File: src/rtl/mem_pkg.sv
// Shared memory definitions used by the arbiter, the memory instance and all clients.
package mem_pkg;

   localparam int unsigned MEM_ADDR_W  = 12;
   localparam int unsigned MEM_DATA_W  = 16;
   localparam int unsigned MEM_NUM_REQ = 4;

   typedef struct packed {
      logic                  we;
      logic [MEM_ADDR_W-1:0] addr;
      logic [MEM_DATA_W-1:0] wdata;
   } access_t;

endpackage

File: src/rtl/mem_arbiter_if.sv
// Requester and memory-port bundle of the arbiter; slave is the arbiter side.
interface mem_arbiter_if
   import mem_pkg::*;
#(
   parameter int unsigned NUM_REQ    = MEM_NUM_REQ,
   parameter int unsigned ADDR_WIDTH = MEM_ADDR_W,
   parameter int unsigned DATA_WIDTH = MEM_DATA_W
);

   logic [NUM_REQ-1:0]            req_valid;
   logic [NUM_REQ-1:0]            req_we;
   logic [NUM_REQ*ADDR_WIDTH-1:0] req_addr;
   logic [NUM_REQ*DATA_WIDTH-1:0] req_wdata;
   logic [NUM_REQ-1:0]            req_ready;
   logic [NUM_REQ-1:0]            rsp_valid;
   logic [DATA_WIDTH-1:0]         rsp_rdata;
   logic                          mem_we;
   logic [ADDR_WIDTH-1:0]         mem_addr;
   logic [DATA_WIDTH-1:0]         mem_din;
   logic [DATA_WIDTH-1:0]         mem_dout;
   logic                          busy;

   modport slave (
      input  req_valid, req_we, req_addr, req_wdata, mem_dout,
      output req_ready, rsp_valid, rsp_rdata, mem_we, mem_addr, mem_din, busy
   );

   modport master (
      output req_valid, req_we, req_addr, req_wdata, mem_dout,
      input  req_ready, rsp_valid, rsp_rdata, mem_we, mem_addr, mem_din, busy
   );

endinterface

File: src/rtl/rr_arbiter.sv
// Round-robin one-hot grant; search starts at ptr and wraps upward.
module rr_arbiter #(
   parameter int unsigned NUM_REQ = 4
) (
   input  logic               clk,
   input  logic               rst,
   input  logic [NUM_REQ-1:0] req_i,
   input  logic               advance_i,
   output logic [NUM_REQ-1:0] grant_o
);

   localparam int unsigned PTR_W = $clog2(NUM_REQ);

   logic [PTR_W-1:0] ptr_q, ptr_d;
   logic [PTR_W-1:0] gidx;
   logic [PTR_W-1:0] sel;
   logic             found;
   int unsigned      idx;

   always_comb begin
      grant_o = '0;
      gidx    = '0;
      found   = 1'b0;
      idx     = 0;
      sel     = '0;
      for (int unsigned k = 0; k < NUM_REQ; k++) begin
         idx = 32'(ptr_q) + k;
         if (idx >= NUM_REQ) idx = idx - NUM_REQ;
         sel = PTR_W'(idx);
         if (!found && req_i[sel]) begin
            found        = 1'b1;
            grant_o[sel] = 1'b1;
            gidx         = sel;
         end
      end
   end

   // Next search starts just past the winner.
   always_comb begin
      ptr_d = ptr_q;
      if (advance_i) ptr_d = (gidx == PTR_W'(NUM_REQ - 1)) ? '0 : gidx + 1'b1;
   end

   always_ff @(posedge clk or posedge rst) begin
      if (rst) ptr_q <= '0;
      else     ptr_q <= ptr_d;
   end

endmodule

File: src/rtl/mem_arbiter.sv
// Shares one single-port synchronous memory among NUM_REQ requesters with a
// registered issue stage and fixed two-cycle read return.
module mem_arbiter
   import mem_pkg::*;
#(
   parameter int unsigned ADDR_WIDTH = MEM_ADDR_W,
   parameter int unsigned DATA_WIDTH = MEM_DATA_W,
   parameter int unsigned NUM_REQ    = MEM_NUM_REQ
) (
   input logic          clk,
   input logic          rst,
   mem_arbiter_if.slave bus
);

   logic [NUM_REQ-1:0]    grant;
   logic                  accept;
   logic                  sel_we;
   logic [ADDR_WIDTH-1:0] sel_addr;
   logic [DATA_WIDTH-1:0] sel_wdata;

   logic                  mem_we_q,   mem_we_d;
   logic [ADDR_WIDTH-1:0] mem_addr_q, mem_addr_d;
   logic [DATA_WIDTH-1:0] mem_din_q,  mem_din_d;
   logic [NUM_REQ-1:0]    rd1_q,      rd1_d;
   logic [NUM_REQ-1:0]    rd2_q,      rd2_d;
   logic                  busy_q,     busy_d;

   rr_arbiter #(.NUM_REQ(NUM_REQ)) u_rr (
      .clk       (clk),
      .rst       (rst),
      .req_i     (bus.req_valid),
      .advance_i (accept),
      .grant_o   (grant)
   );

   assign accept = |grant;

   // One-hot mux of the granted requester's access.
   always_comb begin
      sel_we    = 1'b0;
      sel_addr  = '0;
      sel_wdata = '0;
      for (int unsigned i = 0; i < NUM_REQ; i++) begin
         if (grant[i]) begin
            sel_we    = bus.req_we[i];
            sel_addr  = bus.req_addr[i*ADDR_WIDTH +: ADDR_WIDTH];
            sel_wdata = bus.req_wdata[i*DATA_WIDTH +: DATA_WIDTH];
         end
      end
   end

   // Idle cycles keep address/data so the memory sees a harmless read.
   always_comb begin
      mem_we_d   = accept & sel_we;
      mem_addr_d = accept ? sel_addr  : mem_addr_q;
      mem_din_d  = accept ? sel_wdata : mem_din_q;
      rd1_d      = (accept && !sel_we) ? grant : '0;
      rd2_d      = rd1_q;
      busy_d     = accept | (|rd1_q);
   end

   always_ff @(posedge clk or posedge rst) begin
      if (rst) begin
         mem_we_q   <= 1'b0;
         mem_addr_q <= '0;
         mem_din_q  <= '0;
         rd1_q      <= '0;
         rd2_q      <= '0;
         busy_q     <= 1'b0;
      end else begin
         mem_we_q   <= mem_we_d;
         mem_addr_q <= mem_addr_d;
         mem_din_q  <= mem_din_d;
         rd1_q      <= rd1_d;
         rd2_q      <= rd2_d;
         busy_q     <= busy_d;
      end
   end

   assign bus.req_ready = grant;
   assign bus.mem_we    = mem_we_q;
   assign bus.mem_addr  = mem_addr_q;
   assign bus.mem_din   = mem_din_q;
   assign bus.rsp_valid = rd2_q;
   assign bus.rsp_rdata = bus.mem_dout;
   assign bus.busy      = busy_q;

endmodule

File: src/flat_wrapper.sv
// flat-port wrapper written by rule: the top's interface ports become plain ports
module mem_arbiter_flat import mem_pkg::*;
#(
   parameter int unsigned ADDR_WIDTH = MEM_ADDR_W,
   parameter int unsigned DATA_WIDTH = MEM_DATA_W,
   parameter int unsigned NUM_REQ    = MEM_NUM_REQ
)
  (clk, rst, bus_req_valid, bus_req_we, bus_req_addr, bus_req_wdata, bus_mem_dout, bus_req_ready, bus_rsp_valid, bus_rsp_rdata, bus_mem_we, bus_mem_addr, bus_mem_din, bus_busy);
  mem_arbiter_if #(.NUM_REQ(NUM_REQ), .ADDR_WIDTH(ADDR_WIDTH), .DATA_WIDTH(DATA_WIDTH)) bus_i ();
  input logic clk;
  input logic rst;
  input wire logic [$bits(bus_i.req_valid)-1:0] bus_req_valid;
  input wire logic [$bits(bus_i.req_we)-1:0] bus_req_we;
  input wire logic [$bits(bus_i.req_addr)-1:0] bus_req_addr;
  input wire logic [$bits(bus_i.req_wdata)-1:0] bus_req_wdata;
  input wire logic [$bits(bus_i.mem_dout)-1:0] bus_mem_dout;
  output wire logic [$bits(bus_i.req_ready)-1:0] bus_req_ready;
  output wire logic [$bits(bus_i.rsp_valid)-1:0] bus_rsp_valid;
  output wire logic [$bits(bus_i.rsp_rdata)-1:0] bus_rsp_rdata;
  output wire logic [$bits(bus_i.mem_we)-1:0] bus_mem_we;
  output wire logic [$bits(bus_i.mem_addr)-1:0] bus_mem_addr;
  output wire logic [$bits(bus_i.mem_din)-1:0] bus_mem_din;
  output wire logic [$bits(bus_i.busy)-1:0] bus_busy;
  assign bus_i.req_valid = bus_req_valid;
  assign bus_i.req_we = bus_req_we;
  assign bus_i.req_addr = bus_req_addr;
  assign bus_i.req_wdata = bus_req_wdata;
  assign bus_i.mem_dout = bus_mem_dout;
  assign bus_req_ready = bus_i.req_ready;
  assign bus_rsp_valid = bus_i.rsp_valid;
  assign bus_rsp_rdata = bus_i.rsp_rdata;
  assign bus_mem_we = bus_i.mem_we;
  assign bus_mem_addr = bus_i.mem_addr;
  assign bus_mem_din = bus_i.mem_din;
  assign bus_busy = bus_i.busy;
  mem_arbiter #(.ADDR_WIDTH(ADDR_WIDTH), .DATA_WIDTH(DATA_WIDTH), .NUM_REQ(NUM_REQ)) u_core (.clk(clk), .rst(rst), .bus(bus_i));
endmodule
File: config.mk
export PLATFORM = sky130hd
export DESIGN_NAME = mem_arbiter_flat
export DESIGN_NICKNAME = d
export VERILOG_FILES = /design/src/rtl/mem_pkg.sv /design/src/rtl/mem_arbiter_if.sv /design/src/rtl/rr_arbiter.sv /design/src/rtl/mem_arbiter.sv /design/src/flat_wrapper.sv
export SDC_FILE = /design/constraint.sdc
export NUM_CORES = 1
export LEC_CHECK = 0
export CORE_MARGIN = 2
export CORE_UTILIZATION = 34
export CTS_BUF_LIST = sky130_fd_sc_hd__clkbuf_16
export DETAILED_ROUTE_END_ITERATION = 16
export GPL_TIMING_DRIVEN = 0
export PLACE_DENSITY = 0.78
export SYNTH_ARGS = -nofsm -noshare
export SYNTH_HDL_FRONTEND = slang
export SYNTH_HIERARCHICAL = 1
export SYNTH_SLANG_ARGS = --single-unit
File: constraint.sdc
create_clock -name clk -period 3.6 [get_ports clk]
set_input_delay 0.72 -clock clk [delete_from_list [all_inputs] [get_ports clk]]
set_output_delay 0.72 -clock clk [all_outputs]
set_load 0.005 [all_outputs]
==> impl_results.md, run 1 <==
* Critical Path Start Type: flop
* Number of enable flip-flop cells after synthesis at 0
* CORE AREA at 8640 um^2
* Total Wirelength at 10.1 mm
* Mean Syn Cell Area at 9.38 um^2
* CP Class: flop to output port
* Wire length per cell at 16.3 um
* Row cnt at 34
* Port Buffers at 175
* Placer congestion estimate at 0.797
* Worst slew margin at 0.453
* Fraction of layout instances using a drive strength above 1 at 0.176
* GRT Total Usage at 0.210
* DRT iter0 DRCs at 54
* Starting Density at 0.346
* Worst-margin pin slew at 0.819 ns
* Maximum clock rate at 0.290 GHz
* Vias in the first global route at 3304
* Syn Nets at 462
* Post-route ant nets at 0
* Mapped Cells at 319
* Initial antenna violation count at 0
* CTS sink cnt at 40
* Final Hold Viols at 0
* Asr flop ratio synth at 1.00
* # H-tree levels at 2
* Largest net degree at the start of global routing at 39
* Clock Skews at 0.00351 ns
* CTS tree: built
* Met2 routed wirelength at 5.25 mm
* Skew-Pair Late Insertion Delay at 0.28 ns
* Io pins at 192
* Status: completed
* CTS root buf: clkbuf_16
* HP Class: flop to flop
* Placed cell area at 4880 um^2
* Drc violations at 0
* Maxcap violations at 0
* Via count at 3111
* Main synth FF type: dfrtp_1
* Unrepaired setup endpoints after global routing: false
* Routed wire length on met3 at 542 um
* Slew Viols, Final at 0
* Crit path max fanout at 10
* Post-synthesis register bit count at 40
* Antenna diode instance count at 0
* Final setup violating endpoints at 0
* Largest stage delay, worst path at 0.42 ns
* Die width at 97.8 um
* Pwr dens at 1020 nW/um^2
* Num CTS Buffers at 5
* Final nets at 653
* Worst supply voltage drop on vdd at 0.432 mV
* Clk slew on worst S/H paths at 0.06 ns
* Top cells by area, synth: dfrtp_1, a211oi_2, and3b_1, a21o_1, nor2b_1
* M1 WL at 4.14 mm
* Crit path cell chain: buf_8 > clkinvlp_4 > ha_4 > mux4_2 > or3_4 > a211oi_4 > buf_4 > a22oi_2 > o21ai_2 > buf_2
* CP Capture Type: output port
* Crit share post-route at 0.956
* Setup_tns at 0 ns
* Netlist cell types at 43
* Static Leak at 2.31 nW
* Post-Syn Area at 2990 um^2
* Area growth, synth to finish at 72.6%
* Chip height at 97.8 um
* Maximum clock path buffer count at 2
* DR pass1 iterations at 4
* Largest area contributor in the synthesized netlist: dfrtp_1
* Post-CTS Hold Fix Bufs at 0
* Die area at 9560 um^2
* DR top layer: met4
* Post-route cell area at 5160 um^2
* Via/cell ratio at 5.03
* Fin crit period at 3.44 ns
* Slowest-stage cell, CP: or3_4
* GRT overflow at 0
* Post-synthesis sequential area ratio at 0.335
* WP data required at 2.88 ns
* First-pass GRT wire length at 16.2 mm
* Synth warn at 6
* WP data arrival at 2.72 ns
* Yosys top cell area share at 0.335
* HPWL after DPL at 7.68 mm
critical path, delay by kind of cell, from the launching register on:
family / cells / cell delay, ns
adders and majority gates: 1 / 0.32
buffers and inverters: 4 / 0.58
and+or+nand+nor: 1 / 0.42
muxes: 1 / 0.31
AOI/OAI and AO/OA: 3 / 0.43
DFF: 1 / 0.39
cells by family after synthesis:
| family | Yosys count | share of synthesized area |
|---|---|---|
| buffers and inverters | 48 | 0.0991 |
| muxes | 5 | 0.0318 |
| AOI/OAI and AO/OA | 113 | 0.287 |
| and+or+nand+nor | 108 | 0.226 |
| DFF | 40 | 0.335 |
| adders and majority gates | 5 | 0.0209 |
per-layer routing:
metal	vias to the layer above	global-route usage
met5	-	0
met4	0	0.0588
met3	12	0.0365
met2	120	0.395
met1	1464	0.245
li1	1515	-
area by class of cell:
| cell class | count | area (um^2) |
|---|---|---|
| multi-input cells | 231 | 1750 |
| flip-flops and latches | 40 | 1000 |
| inverters | 7 | 30.0 |
| repair buffers | 185 | 1810 |
| well taps | 108 | 135 |
| clock buffers | 5 | 125 |
| clock inverters | 3 | 42.5 |
| plain buffers | 40 | 277 |
| fillers | 749 | 3470 |
state kept, by name, indices dropped and copies added (netlist names):
register,count
u_core/bus.busy,1
u_core/bus.mem_addr,12
u_core/bus.mem_din,16
u_core/bus.mem_we,1
u_core/bus.rsp_valid,4
u_core/rd1_q,4
u_core/u_rr/ptr_q,2
layout by cell type, fill, tap and decap left out, types with 2 or more instances in the layout:
cell	n
and3b_1	27
buf_4	28
clkbuf_2	4
or2_2	2
clkbuf_1	9
buf_8	3
inv_2	2
mux4_2	2
buf_6	2
nor2b_1	30
a22oi_1	6
o21ai_0	4
buf_2	7
clkdlybuf4s50_1	167
nand3b_1	2
mux2i_1	2
clkbuf_16	5
a21boi_1	2
dfrtp_2	2
dfrtp_1	38
dlygate4sd2_1	4
nor2_1	5
clkinvlp_4	2
a211oi_1	9
inv_1	4
nand2_1	30
a22oi_2	2
ha_1	4
nor3_1	2
o21ai_1	29
a21o_1	27
a211oi_2	20
a21oi_1	4
stage by stage:
step	total power, mW	worst slack, ns	std cells	utilization	hold slack (ns)
CTS	5.24	0.0159	614	0.592	0.376
finish	5.28	0.157	619	0.598	0.376
floorplan	3.32	0.0638	319	-	0.354
global route	5.75	0.00594	619	0.598	0.394
global placement	4.49	-1.05	602	0.565	0.362
detailed placement	4.59	-1.16	602	0.565	0.362
path summary, 6_finish.rpt:
check	from	endpoint	slack, ns	cells after the start
worst min register to register	u_core/rd1_q[2]	u_core/bus.rsp_valid[2]	0.38	0
min in group asynchronous	rst	u_core/u_rr/ptr_q[0]	0.64	2
worst min-delay path	u_core/rd1_q[2]	u_core/bus.rsp_valid[2]	0.38	0
worst max register to register	u_core/u_rr/ptr_q[0]	u_core/u_rr/ptr_q[1]	0.24	15
max in group asynchronous	rst	u_core/bus.mem_addr[1]	2.13	2
worst max-delay path	u_core/u_rr/ptr_q[0]	bus_req_ready[0]	0.16	10
where the power goes:
| part | total, mW | switching [mW] | internal, mW |
|---|---|---|---|
| Combinational | 3.94 | 1.95 | 1.99 |
| Clock | 0.503 | 0.177 | 0.325 |
| Sequential | 0.839 | 0.118 | 0.721 |
timing repair:
action | 4_1_cts | 5_1_grt
setup endpoints to repair | 40 | 36
pin swaps | 1 | 2
buffers inserted | 5 | 5
resized for setup | 22 | 21
cell usage after synthesis (2+ instances only):
library cell	instances
a21oi_1	4
nand2_1	30
a211oi_2	20
a22oi_1	8
nand3b_1	2
a21boi_1	2
mux4_1	2
inv_1	6
buf_8	2
clkbuf_1	13
o21ai_0	8
or2_2	2
o21ai_1	27
a21o_1	27
buf_2	6
and3b_1	27
buf_6	3
nor2_1	5
nor2b_1	30
a211oi_1	10
dfrtp_1	40
nor3_1	2
or3_1	2
buf_4	17
mux2i_1	2
ha_1	5
Note: power is estimated with default switching activity, not from simulation.
==> run 2, diff against run 1 <==
--- a/config.mk
+++ b/config.mk
@@ -10,7 +10,7 @@
 export CTS_BUF_LIST = sky130_fd_sc_hd__clkbuf_16
 export DETAILED_ROUTE_END_ITERATION = 16
 export GPL_TIMING_DRIVEN = 0
-export PLACE_DENSITY = 0.78
+export PLACE_DENSITY = 0.85
 export SYNTH_ARGS = -nofsm -noshare
 export SYNTH_HDL_FRONTEND = slang
 export SYNTH_HIERARCHICAL = 1
==> impl_results.md, run 2 (synthesis results as in run 1) <==
* Placer congestion estimate at 0.806
* # fillers at 768
* CP Capture Type: output port
* Die area at 9560 um^2
* Crit share post-route at 0.969
* Num CTS Buffers at 5
* Final Util at 0.595
* Footprint of the multi-input gates at 1740 um^2
* Pwr dens at 1030 nW/um^2
* GRT overflow at 0
* Largest net degree at the start of global routing at 39
* WP data arrival at 2.77 ns
* Commonest non-fill, non-tap cell in the layout: clkdlybuf4s50_1
* HP Class: flop to flop
* Total Wirelength at 10.2 mm
* Chip height at 97.8 um
* Skew-Pair Late Insertion Delay at 0.27 ns
* Area growth, synth to finish at 71.8%
* Maximum clock path buffer count at 2
* CTS tree: built
* Hold endpoint: u_core/bus.rsp_valid[3]
* Io pins at 192
* First-pass GRT wire length at 16.4 mm
* Post-route cell area at 5140 um^2
* Clock Skews at 0.00495 ns
* Crit path max fanout at 10
* Final Hold Viols at 0
* Placed cell area at 4880 um^2
* CTS sink cnt at 40
* Most frequent cells in the layout: clkdlybuf4s50_1, dfrtp_1, nor2b_1, nand2_1, o21ai_1
* Max reg flops at 16
* Worst slew margin at 0.478
* Final setup violating endpoints at 0
* Via/cell ratio at 5.08
* Wire length per cell at 16.6 um
* Static Leak at 2.31 nW
* Min-Delay Path Depth at 0
* Maximum clock rate at 0.287 GHz
* Vias in the first global route at 3366
* Maxcap violations at 0
* CP Class: flop to output port
* Total Power at 5.29 mW
* Row cnt at 34
* Status: completed
* # H-tree levels at 2
* Die width at 97.8 um
* Hold_sp: u_core/rd1_q[3]
* Final nets at 651
* Hold slack at 0.380 ns
* Worst supply voltage drop on vdd at 0.398 mV
* Worst R2R Setup Slack at 0.19 ns
* R2R cell count at 14
* CTS root buf: clkbuf_16
* HPWL after DPL at 7.84 mm
* Worst-margin pin slew at 0.782 ns
* Worst R2R End: u_core/bus.mem_din[7]
* Drc violations at 0
* DR pass1 iterations at 4
* Slew Viols, Final at 0
* Fraction of layout instances using a drive strength above 1 at 0.169
* Post-route ant nets at 0
* Port Buffers at 175
* Critical Path Start Type: flop
* Initial antenna violation count at 0
* Starting Density at 0.346
* Via count at 3136
* Reg area at 1000 um^2
* Antenna diode instance count at 0
* WP data required at 2.88 ns
* DRT iter0 DRCs at 56
* Clk slew on worst S/H paths at 0.06 ns
* Setup_tns at 0 ns
* CORE AREA at 8640 um^2
* Reg2reg start: u_core/u_rr/ptr_q[0]
* Fin crit period at 3.49 ns
* GRT Total Usage at 0.211
-- run 2: final cells by class --
class | count | area share
tap | 108 | 0.0263
timing repair buffer | 183 | 0.349
inverter | 7 | 0.00584
clock inverter | 3 | 0.00755
buffer | 40 | 0.0531
multi-input combinational | 231 | 0.339
sequential | 40 | 0.195
clock buffer | 5 | 0.0243
-- run 2: through the flow --
step | worst slack (ns) | instances
detailed placement | -1.20 | 602
CTS | 0.00912 | 615
finish | 0.110 | 617
global placement | -1.12 | 602
floorplan | 0.0638 | 319
global route | -0.0141 | 617
-- run 2: where the power goes --
part	leakage [nW]	switching (mW)	internal [mW]
combinational	1.74	1.99	1.97
clock	0.0850	0.160	0.323
sequential	0.484	0.125	0.721
total	2.31	2.27	3.02
-- run 2: worst max-delay path by stage --
stage,from,end,slack [ns],cells past startpoint
floorplan,u_core/u_rr/ptr_q[0],u_core/bus.mem_addr[0],0.06,13
global placement,bus_req_valid[3],bus_req_ready[1],-1.12,7
detailed placement,bus_req_valid[1],bus_req_ready[1],-1.20,7
CTS,u_core/u_rr/ptr_q[1],bus_req_ready[2],0.009,8
global route,u_core/u_rr/ptr_q[0],bus_req_ready[0],-0.01,10
finish,u_core/u_rr/ptr_q[0],bus_req_ready[0],0.11,10
-- run 2: repair_timing --
item | 4_1_cts | 5_1_grt
resized for setup | 20 | 19
cloned | 0 | 0
setup buffers | 6 | 2
hold endpoints to repair | 0 | 0
endpoints found under the setup margin | 40 | 32
hold buffers | 0 | 0
pin swaps | 1 | 2
-- run 2: layer usage --
metal	routed length (um)	track usage
met5	0	0
met4	121	0.0620
met3	627	0.0379
met2	5340	0.398
met1	4140	0.243
-- run 2: critical path, stage by stage (launching register included) --
cell        delay [ns]
dfrtp_1           0.37
buf_6             0.16
clkinvlp_4        0.12
ha_4              0.32
mux4_2            0.31
or3_4             0.42
a211oi_4          0.26
buf_4             0.16
a22oi_1           0.08
o21ai_2           0.11
clkbuf_2          0.17
